$ cat config.mk
export PLATFORM = sky130hd
export DESIGN_NAME = alu_mc
export DESIGN_NICKNAME = d
export VERILOG_FILES = /design/src/rtl/alu_mc.sv
export SDC_FILE = /design/constraint.sdc
export NUM_CORES = 1
export LEC_CHECK = 0
export ABC_AREA = 1
export CELL_PAD_IN_SITES_DETAIL_PLACEMENT = 1
export CELL_PAD_IN_SITES_GLOBAL_PLACEMENT = 1
export CORE_ASPECT_RATIO = 0.75
export CORE_MARGIN = 2
export CORE_UTILIZATION = 36
export DETAILED_ROUTE_END_ITERATION = 10
export PLACE_DENSITY = 0.77
export SLEW_MARGIN = 20
export SYNTH_ARGS = -nofsm -noshare
export SYNTH_HDL_FRONTEND = slang
export SYNTH_SLANG_ARGS = --single-unit
$ cat constraint.sdc
create_clock -name clk -period 3.3 [get_ports clk]
set_input_delay 0.495 -clock clk [delete_from_list [all_inputs] [get_ports clk]]
set_output_delay 0.495 -clock clk [all_outputs]
set_load 0.05 [all_outputs]
$ cat src/rtl/alu_mc.sv
// Multi-cycle ALU: single-cycle logic/arithmetic ops, shift-add multiply
// taking WIDTH cycles, and a valid/ready handshake on both sides.
module alu_mc #(
   parameter int WIDTH = 16
) (
   input  logic             clk,
   input  logic             rst,
   input  logic             in_valid,
   output logic             in_ready,
   input  logic [WIDTH-1:0] src_1,
   input  logic [WIDTH-1:0] src_2,
   input  logic [3:0]       alu_control,
   output logic             out_valid,
   input  logic             out_ready,
   output logic [WIDTH-1:0] result,
   output logic             zero,
   output logic             carry,
   output logic             negative,
   output logic             overflow,
   output logic             busy
);

   localparam int SHW = $clog2(WIDTH);
   localparam logic [WIDTH-1:0] WIDTH_V  = WIDTH;
   localparam logic [WIDTH-1:0] ONE_V    = 1;
   localparam logic [SHW-1:0]   CNT_LAST = SHW'(WIDTH - 1);

   typedef enum logic [1:0] {IDLE, MUL, HOLD} state_e;

   typedef enum logic [3:0] {
      OP_ADD = 4'b0000, OP_SUB = 4'b0001, OP_NOT = 4'b0010, OP_SHL = 4'b0011,
      OP_SHR = 4'b0100, OP_AND = 4'b0101, OP_OR  = 4'b0110, OP_INC = 4'b0111,
      OP_DEC = 4'b1000, OP_XOR = 4'b1001, OP_SRA = 4'b1010, OP_MUL = 4'b1011
   } op_e;

   state_e             state_q, state_d;
   logic [WIDTH-1:0]   result_q, result_d;
   logic               zero_q, zero_d;
   logic               carry_q, carry_d;
   logic               neg_q, neg_d;
   logic               ovf_q, ovf_d;
   logic [2*WIDTH-1:0] acc_q, acc_d;
   logic [2*WIDTH-1:0] mcand_q, mcand_d;
   logic [WIDTH-1:0]   mplier_q, mplier_d;
   logic [SHW-1:0]     cnt_q, cnt_d;

   logic               accept;
   logic [WIDTH-1:0]   alu_res;
   logic               alu_carry;
   logic               alu_ovf;
   logic [WIDTH:0]     sum_ext;
   logic [SHW-1:0]     shamt;
   logic               shamt_big;

   assign in_ready  = !rst && (state_q == IDLE || (state_q == HOLD && out_ready));
   assign accept    = in_valid && in_ready;
   assign shamt     = src_2[SHW-1:0];
   assign shamt_big = (src_2 >= WIDTH_V);

   // Single-cycle datapath: result and carry/overflow for every non-mul opcode.
   always_comb begin
      // NOTE: every variable gets a default first so no path leaves it unassigned (no latch).
      alu_res   = '0;
      alu_carry = 1'b0;
      alu_ovf   = 1'b0;
      sum_ext   = '0;
      case (alu_control)
         OP_SUB: begin
            alu_res   = src_1 - src_2;
            alu_carry = (src_1 < src_2);
            alu_ovf   = (src_1[WIDTH-1] != src_2[WIDTH-1]) && (alu_res[WIDTH-1] != src_1[WIDTH-1]);
         end
         OP_NOT: alu_res = ~src_1;
         OP_SHL: alu_res = shamt_big ? '0 : (src_1 << shamt);
         OP_SHR: alu_res = shamt_big ? '0 : (src_1 >> shamt);
         OP_AND: alu_res = src_1 & src_2;
         OP_OR:  alu_res = src_1 | src_2;
         OP_XOR: alu_res = src_1 ^ src_2;
         OP_SRA: alu_res = shamt_big ? {WIDTH{src_1[WIDTH-1]}}
                                     : WIDTH'($signed(src_1) >>> shamt);
         OP_INC: begin
            sum_ext   = {1'b0, src_1} + {1'b0, ONE_V};
            alu_res   = sum_ext[WIDTH-1:0];
            alu_carry = sum_ext[WIDTH];
            alu_ovf   = !src_1[WIDTH-1] && alu_res[WIDTH-1];
         end
         OP_DEC: begin
            alu_res   = src_1 - ONE_V;
            alu_carry = (src_1 == '0);
            alu_ovf   = src_1[WIDTH-1] && !alu_res[WIDTH-1];
         end
         default: begin
            // add, and every unassigned opcode
            sum_ext   = {1'b0, src_1} + {1'b0, src_2};
            alu_res   = sum_ext[WIDTH-1:0];
            alu_carry = sum_ext[WIDTH];
            alu_ovf   = (src_1[WIDTH-1] == src_2[WIDTH-1]) && (alu_res[WIDTH-1] != src_1[WIDTH-1]);
         end
      endcase
   end

   // Next-state logic: FSM, multiply iteration and result/flag capture.
   always_comb begin
      state_d  = state_q;
      result_d = result_q;
      zero_d   = zero_q;
      carry_d  = carry_q;
      neg_d    = neg_q;
      ovf_d    = ovf_q;
      acc_d    = acc_q;
      mcand_d  = mcand_q;
      mplier_d = mplier_q;
      cnt_d    = cnt_q;

      case (state_q)
         MUL: begin
            // one multiplier bit per cycle, LSB first
            acc_d    = acc_q + (mplier_q[0] ? mcand_q : '0);
            mcand_d  = mcand_q << 1;
            mplier_d = mplier_q >> 1;
            cnt_d    = cnt_q + 1'b1;
            if (cnt_q == CNT_LAST) begin
               state_d  = HOLD;
               cnt_d    = '0;
               result_d = acc_d[WIDTH-1:0];
               zero_d   = (acc_d[WIDTH-1:0] == '0);
               neg_d    = acc_d[WIDTH-1];
               carry_d  = |acc_d[2*WIDTH-1:WIDTH];
               ovf_d    = 1'b0;
            end
         end
         HOLD: if (out_ready) state_d = IDLE;
         default: ;
      endcase

      // A new accept (from IDLE, or back-to-back from HOLD) overrides the above.
      if (accept) begin
         if (alu_control == OP_MUL) begin
            state_d  = MUL;
            acc_d    = '0;
            mcand_d  = {{WIDTH{1'b0}}, src_1};
            mplier_d = src_2;
            cnt_d    = '0;
         end else begin
            state_d  = HOLD;
            result_d = alu_res;
            zero_d   = (alu_res == '0);
            neg_d    = alu_res[WIDTH-1];
            carry_d  = alu_carry;
            ovf_d    = alu_ovf;
         end
      end
   end

   // State register with synchronous reset.
   always_ff @(posedge clk) begin
      // NOTE: datapath registers are reset too, so an aborted multiply leaves no residue.
      if (rst) begin
         state_q  <= IDLE;
         result_q <= '0;
         zero_q   <= 1'b0;
         carry_q  <= 1'b0;
         neg_q    <= 1'b0;
         ovf_q    <= 1'b0;
         acc_q    <= '0;
         mcand_q  <= '0;
         mplier_q <= '0;
         cnt_q    <= '0;
      end else begin
         // NOTE: non-blocking assignments so every register samples pre-edge values.
         state_q  <= state_d;
         result_q <= result_d;
         zero_q   <= zero_d;
         carry_q  <= carry_d;
         neg_q    <= neg_d;
         ovf_q    <= ovf_d;
         acc_q    <= acc_d;
         mcand_q  <= mcand_d;
         mplier_q <= mplier_d;
         cnt_q    <= cnt_d;
      end
   end

   assign out_valid = (state_q == HOLD);
   assign busy      = (state_q == MUL);
   assign result    = result_q;
   assign zero      = zero_q;
   assign carry     = carry_q;
   assign negative  = neg_q;
   assign overflow  = ovf_q;

endmodule

==> impl_metrics.json, run 1 <==
{
  "status": "complete, no violations",
  "track_usage": 0.340,
  "min_path_cells": 2,
  "via_count": 15996,
  "start_util": 0.368,
  "hold_path.class": "flop to flop",
  "p_per_area_mw_per_mm2": 368,
  "synthFlopType": "dfxtp_1",
  "dp_slack_ns": -0.107,
  "peakVddDrop_v": 0.000286,
  "cts_tree": "built",
  "via_per_inst": 5.73,
  "regToRegStartpoint": "mplier_q[0]$_SDFF_PP0_",
  "cts.path.max_buffers": 2,
  "period_needed_ns": 3.25,
  "min_from": "mplier_q[5]$_SDFF_PP0_",
  "final_util": 0.440,
  "antenna_found_initial": 1,
  "synth.net_count": 2305,
  "syn_area_per_cell_um2": 5.70,
  "dr.pass1.iters": 6,
  "final_common_cell": "nand2_1",
  "portBuffers": 62,
  "maxCapViolCount": 0,
  "routedWlPerCell_um": 22.0,
  "rsz0062_at_grt": "true",
  "final_layout_size_suffix_gt1_frac": 0.118,
  "worst_slack_ns": 0.0544,
  "holdWs_ns": 0.482,
  "fin_nets": 2469,
  "layout_common_cells": "nand2_1 (642), nor2_1 (256), nand3_1 (218)",
  "worstPathMaxFanout": 22,
  "fmax_mhz": 308,
  "insertion_delay_ns": 0.37,
  "synth_edf_count": 0,
  "layout-area-overhead-vs-synth_pct": 19.7,
  "yosys_warnings": 0,
  "synth_seq_cells": 106,
  "finalSetupViolCount": 0,
  "rows": 58,
  "pin_count": 63,
  "slew_violations": 0,
  "cts.clk_slew.worst_paths_ns": 0.08,
  "synth_cell_type_count": 52,
  "critPathLaunchType": "flop",
  "drt-total-wl_mm": 61.3,
  "first_iter_violations": 2076,
  "r2r_cells": 16,
  "finalClockSkew_ns": 0.00945,
  "timing.rr.end": "carry$_SDFF_PP0_",
  "first_global_vias": 15519,
  "end_kind": "flop",
  "worstPathRequired_ns": 3.56,
  "place_inst": 2776,
  "slew_headroom": 0.333,
  "coreArea_mm2": 0.0337,
  "cp.arrival_ns": 3.50,
  "dp.final_hpwl_mm": 50.8,
  "overflow": 0,
  "die_y_um": 165,
  "dieArea_mm2": 0.0359,
  "min_to": "mplier_q[5]$_SDFF_PP0_",
  "antenna_left": 0,
  "syn_inst": 2173,
  "yosys.area.top_type": "nand2_1",
  "stdcell_count": 2793,
  "cts.sinks": 106,
  "p_leak_nw": 7.22,
  "fin_crit_sh": 0.984,
  "drc": 0,
  "async_flop_share": 0,
  "numCtsBuffers": 9,
  "root_buffer": "clkbuf_16",
  "syn_area_mm2": 0.0124,
  "r2r_slack_ns": 0.05,
  "yosys-top-cells-area": "nand2_1 (19%), dfxtp_1 (17%), ha_1 (9.0%)",
  "synth_top_area_frac": 0.195,
  "ys_seq_area_frac": 0.171,
  "grt_pass1_wl_mm": 92.9,
  "crit_type": "flop to flop",
  "grt_max_degree": 67,
  "finalHoldViolCount": 0,
  "place.gp.congestion": 1.13,
  "worst_pin_slew_ns": 0.996,
  "htree_levels": 3,
  "fp.dieW_um": 218
}
per-layer routing:
metal | vias up | part of all wire | GRT usage | routed length [um]
li1 | 7452 | - | - | -
met1 | 7731 | 0.49 | 0.521 | 29800
met2 | 731 | 0.39 | 0.478 | 23900
met3 | 82 | 0.10 | 0.0683 | 6360
met4 | 0 | 0.021 | 0.0767 | 1290
met5 | - | 0 | 0 | 0
repair_timing:
action / CTS / global route
hold buffers: 0 / 0
setup buffers: 0 / 0
setup endpoints to repair: 0 / 2
endpoints found under the hold margin: 0 / 0
gates resized for setup: 0 / 2
worst max-delay path by stage:
stage / slack (ns) / cells after the start / start / end
finish: 0.05 / 16 / mplier_q[0]$_SDFF_PP0_ / carry$_SDFF_PP0_
CTS: 0.15 / 19 / mcand_q[0]$_SDFF_PP0_ / carry$_SDFF_PP0_
detailed placement: -0.11 / 16 / src_2[8] / zero$_SDFF_PP0_
global placement: -0.14 / 20 / src_1[6] / zero$_SDFF_PP0_
global route: -0.03 / 20 / mplier_q[0]$_SDFF_PP0_ / carry$_SDFF_PP0_
floorplan: 0.35 / 9 / state_q[0]$_SDFFE_PP0P_ / result[7]$_SDFF_PP0_
cell usage after synthesis, types with 12 or more instances:
cell type and count:
xor2_1 13, a31oi_1 31, nor3_1 34, o21ai_1 12
clkbuf_1 42, buf_2 29, o21ai_0 125, nand2_1 642
nor2_2 13, ha_1 89, inv_2 15, nand4_1 40
o22ai_1 16, inv_1 210, nand2_2 13, nor2_1 256
a21oi_1 124, dfxtp_1 106, nand3_1 218, o211ai_1 18
worst max-delay path, stage by stage, from the launching register on:
cell and delay, ns:
dfxtp_1 0.36, buf_4 0.28, nand2_1 0.08, inv_1 0.07, ha_1 0.33, a21oi_1 0.25
o21ai_0 0.15, a21oi_1 0.43, inv_1 0.09, a21oi_1 0.24, nand3_1 0.11, nand2_1 0.10
nand2_1 0.08, nor2_1 0.21, nand3_1 0.17, nand2_1 0.10, a21oi_1 0.06
power breakdown:
part | switching (mW) | internal [mW] | leakage, nW
combinational | 1.79 | 0.916 | 6.22
sequential | 0.164 | 1.49 | 0.862
clock | 0.544 | 0.543 | 0.131
kinds of logic (layout without fill, tap and decap cells):
kind of cell / after synthesis / after routing / synth area share
simple gates: 1265 / 1265 / 0.442
compound gates: 363 / 363 / 0.164
buf+inv: 325 / 494 / 0.112
flops: 106 / 106 / 0.171
fa+ha+maj: 92 / 92 / 0.0948
xor+xnor: 22 / 22 / 0.0156
other cells: 0 / 1 / 0
final cells by class:
class / instances / area, um2
Inverter: 230 / 873
Multi-Input combinational cell: 1742 / 8890
Clock inverter: 4 / 35.0
Sequential cell: 106 / 2120
Tap cell: 450 / 563
Fill cell: 4696 / 18900
Antenna cell: 1 / 2.50
Timing Repair Buffer: 248 / 2090
Clock buffer: 12 / 246
through the flow:
stage / cell area, um2 / power (mW) / setup TNS, ns
final: 14800 / 5.45 / 0
after global routing: 14800 / 5.76 / -0.0318
after CTS: 14800 / 5.40 / 0
after detailed placement: 14500 / 4.31 / -0.139
after global placement: 14500 / 4.22 / -0.142
after floorplan: 12400 / 3.26 / 0
sequential cells by signal, indices dropped and copies added (netlist names):
signal	cells
acc_q	32
mcand_q	32
mplier_q	16
result	16
cnt_q	4
state_q	2
carry	1
negative	1
overflow	1
zero	1
Note: power is estimated with default switching activity, not from simulation.
==> inputs of run 2 (changes only) <==
- ABC_AREA: 1 -> not set
- HOLD_SLACK_MARGIN: not set -> 0.05
- PLACE_DENSITY: 0.77 -> 0.73
- SKIP_CTS_REPAIR_TIMING: not set -> 1
==> run 2 against run 1 <==
Net effect:
- the flow now finishes with violations (setup timing)
- critical path depth down 4
- synthesized area shrank 6.1%
- non-clock buffer count grew 262
- routed wire length grew 2.8%
- total power down 18%
- sequential power decreased by 20%
- first-iteration DRC count fell by 23%
- die area down 6.0%
- final cell count shrank 16%
- combinational power decreased by 28%
==> impl_metrics.json, run 2 <==
{
  "fmax_mhz": 286,
  "synth_seq_cells": 106,
  "final_common_cell": "buf_4",
  "syn_inst": 1526,
  "finalClockSkew_ns": 0.0110,
  "yosys_warnings": 0,
  "dp_slack_ns": -1.35,
  "final_layout_size_suffix_gt1_frac": 0.354,
  "routedWlPerCell_um": 27.0,
  "async_flop_share": 0,
  "track_usage": 0.344,
  "min_path_cells": 2,
  "cts.clk_slew.worst_paths_ns": 0.08,
  "insertion_delay_ns": 0.37,
  "synthFlopType": "dfxtp_1",
  "portBuffers": 62,
  "synth_cell_type_count": 84,
  "period_needed_ns": 3.50,
  "numCtsBuffers": 9,
  "finalHoldViolCount": 0,
  "failed_checks": "setup timing",
  "coreArea_mm2": 0.0315,
  "p_per_area_mw_per_mm2": 256,
  "top_regs": "acc_q (32), mcand_q (32)",
  "ys_seq_area_frac": 0.183,
  "rows": 56,
  "slew_headroom": 0.355,
  "via_per_inst": 6.36,
  "drt-total-wl_mm": 63.1,
  "die_y_um": 160,
  "cts.path.max_buffers": 2,
  "slew_violations": 0,
  "yosys.area.top_type": "dfxtp_1",
  "worst_pin_slew_ns": 0.955,
  "dieArea_mm2": 0.0337,
  "cts.sinks": 106,
  "synth_top_area_frac": 0.183,
  "rsz0062_at_grt": "true",
  "n_antenna_cell": 0,
  "tns_ns": -0.401,
  "overflow": 0,
  "layout_common_cells": "buf_4 (420), nor2_1 (163), nand2_1 (123)",
  "syn_area_per_cell_um2": 7.62,
  "htree_levels": 3,
  "place.gp.congestion": 1.08,
  "critPathLaunchType": "primary input",
  "fp.dieW_um": 211,
  "stdcell_count": 2334,
  "first_iter_violations": 1596,
  "yosys-top-cells-area": "dfxtp_1 (18%), ha_1 (9.6%), mux2i_1 (8.8%)",
  "cts_tree": "built",
  "dr.pass1.iters": 6,
  "first_global_vias": 14173,
  "fin_crit_sh": 1.06,
  "crit_type": "primary input to flop",
  "worst_slack_ns": -0.197,
  "fin_nets": 2055,
  "worstPathRequired_ns": 3.59,
  "drc": 0,
  "finalSetupViolCount": 5,
  "dp.final_hpwl_mm": 47.7,
  "maxCapViolCount": 0,
  "p_leak_nw": 7.23,
  "worstPathMaxFanout": 4,
  "status": "finished with violations",
  "synth.most_common_cell": "nor2_1",
  "synthTopCellsByCount": "nor2_1 (168), nand2_1 (126), dfxtp_1 (106)",
  "peakVddDrop_v": 0.000242,
  "start_util": 0.369,
  "cp.arrival_ns": 3.78,
  "end_kind": "flop",
  "pin_count": 63,
  "synth.net_count": 1658,
  "root_buffer": "clkbuf_16",
  "place_inst": 2300,
  "antenna_found_initial": 0,
  "synth_edf_count": 0,
  "grt_max_degree": 58,
  "r2r_cells": 12,
  "antenna_left": 0,
  "syn_area_mm2": 0.0116,
  "via_count": 14837,
  "hold_path.class": "flop to flop",
  "layout-area-overhead-vs-synth_pct": 49.5,
  "grt_pass1_wl_mm": 88.6
}
[run 2: report_power, final]
| part | internal, mW | total [mW] | leakage, nW | switching (mW) |
|---|---|---|---|---|
| clock network | 0.605 | 1.17 | 0.153 | 0.567 |
| logic | 0.837 | 1.94 | 6.22 | 1.10 |
| registers | 1.31 | 1.33 | 0.858 | 0.0260 |
[run 2: logic make-up (layout without fill, tap and decap cells)]
group	count (synthesis)	in the layout	share of synthesized area
AOI/OAI and AO/OA	441	441	0.261
xor gates and xnor gates	50	50	0.0377
adders and majority gates	92	92	0.101
buffers and inverters	178	580	0.0593
DFF	106	106	0.183
muxes	129	129	0.133
and+or+nand+nor	530	530	0.225
[run 2: path summary, 6_finish.rpt]
check                                             from                    end  slack [ns]
worst min-delay path             result[15]$_SDFF_PP0_  result[15]$_SDFF_PP0_        0.51
worst max-delay path                          src_2[7]        zero$_SDFF_PP0_       -0.20
worst min register to register   result[15]$_SDFF_PP0_  result[15]$_SDFF_PP0_        0.51
worst max register to register  mplier_q[0]$_SDFF_PP0_        zero$_SDFF_PP0_       -0.11
[run 2: layout make-up]
type                            count  area, um2
Timing Repair Buffer              510       4240
Clock buffer                        9        225
Tap cell                          406        508
Sequential cell                   106       2130
Fill cell                        3719      14200
Multi-Input combinational cell   1242       9990
Clock inverter                      7       85.1
Inverter                           54        205
[run 2: critical path, stage by stage]
cell and delay [ns]:
clkdlybuf4s50_1 0.41, buf_4 0.15, or4_4 0.56, nor3_4 0.28, buf_6 0.17, a21oi_1 0.07, a211o_1 0.28, o41a_1 0.35
a2111o_1 0.46, a211oi_1 0.21, nand4bb_1 0.15, o31ai_2 0.20
[run 2: through the flow]
stage                     cell area (um2)  total power, mW  utilization  hold slack [ns]
after global placement              15700             3.02        0.497            0.468
final                               17400             4.44        0.551            0.512
after CTS                           16000             4.22        0.507            0.498
after global routing                17400             4.58        0.551            0.536
after floorplan                     11700             2.15            -            0.450
after detailed placement            15700             3.05        0.497            0.487
[run 2: per-layer routing]
layer	share of wire	vias up	routed length (um)	global-route usage
li1	-	6493	-	-
met1	0.44	7408	28000	0.517
met2	0.42	794	26400	0.485
met3	0.11	142	6910	0.0893
met4	0.029	0	1820	0.0749
met5	0	-	0	0
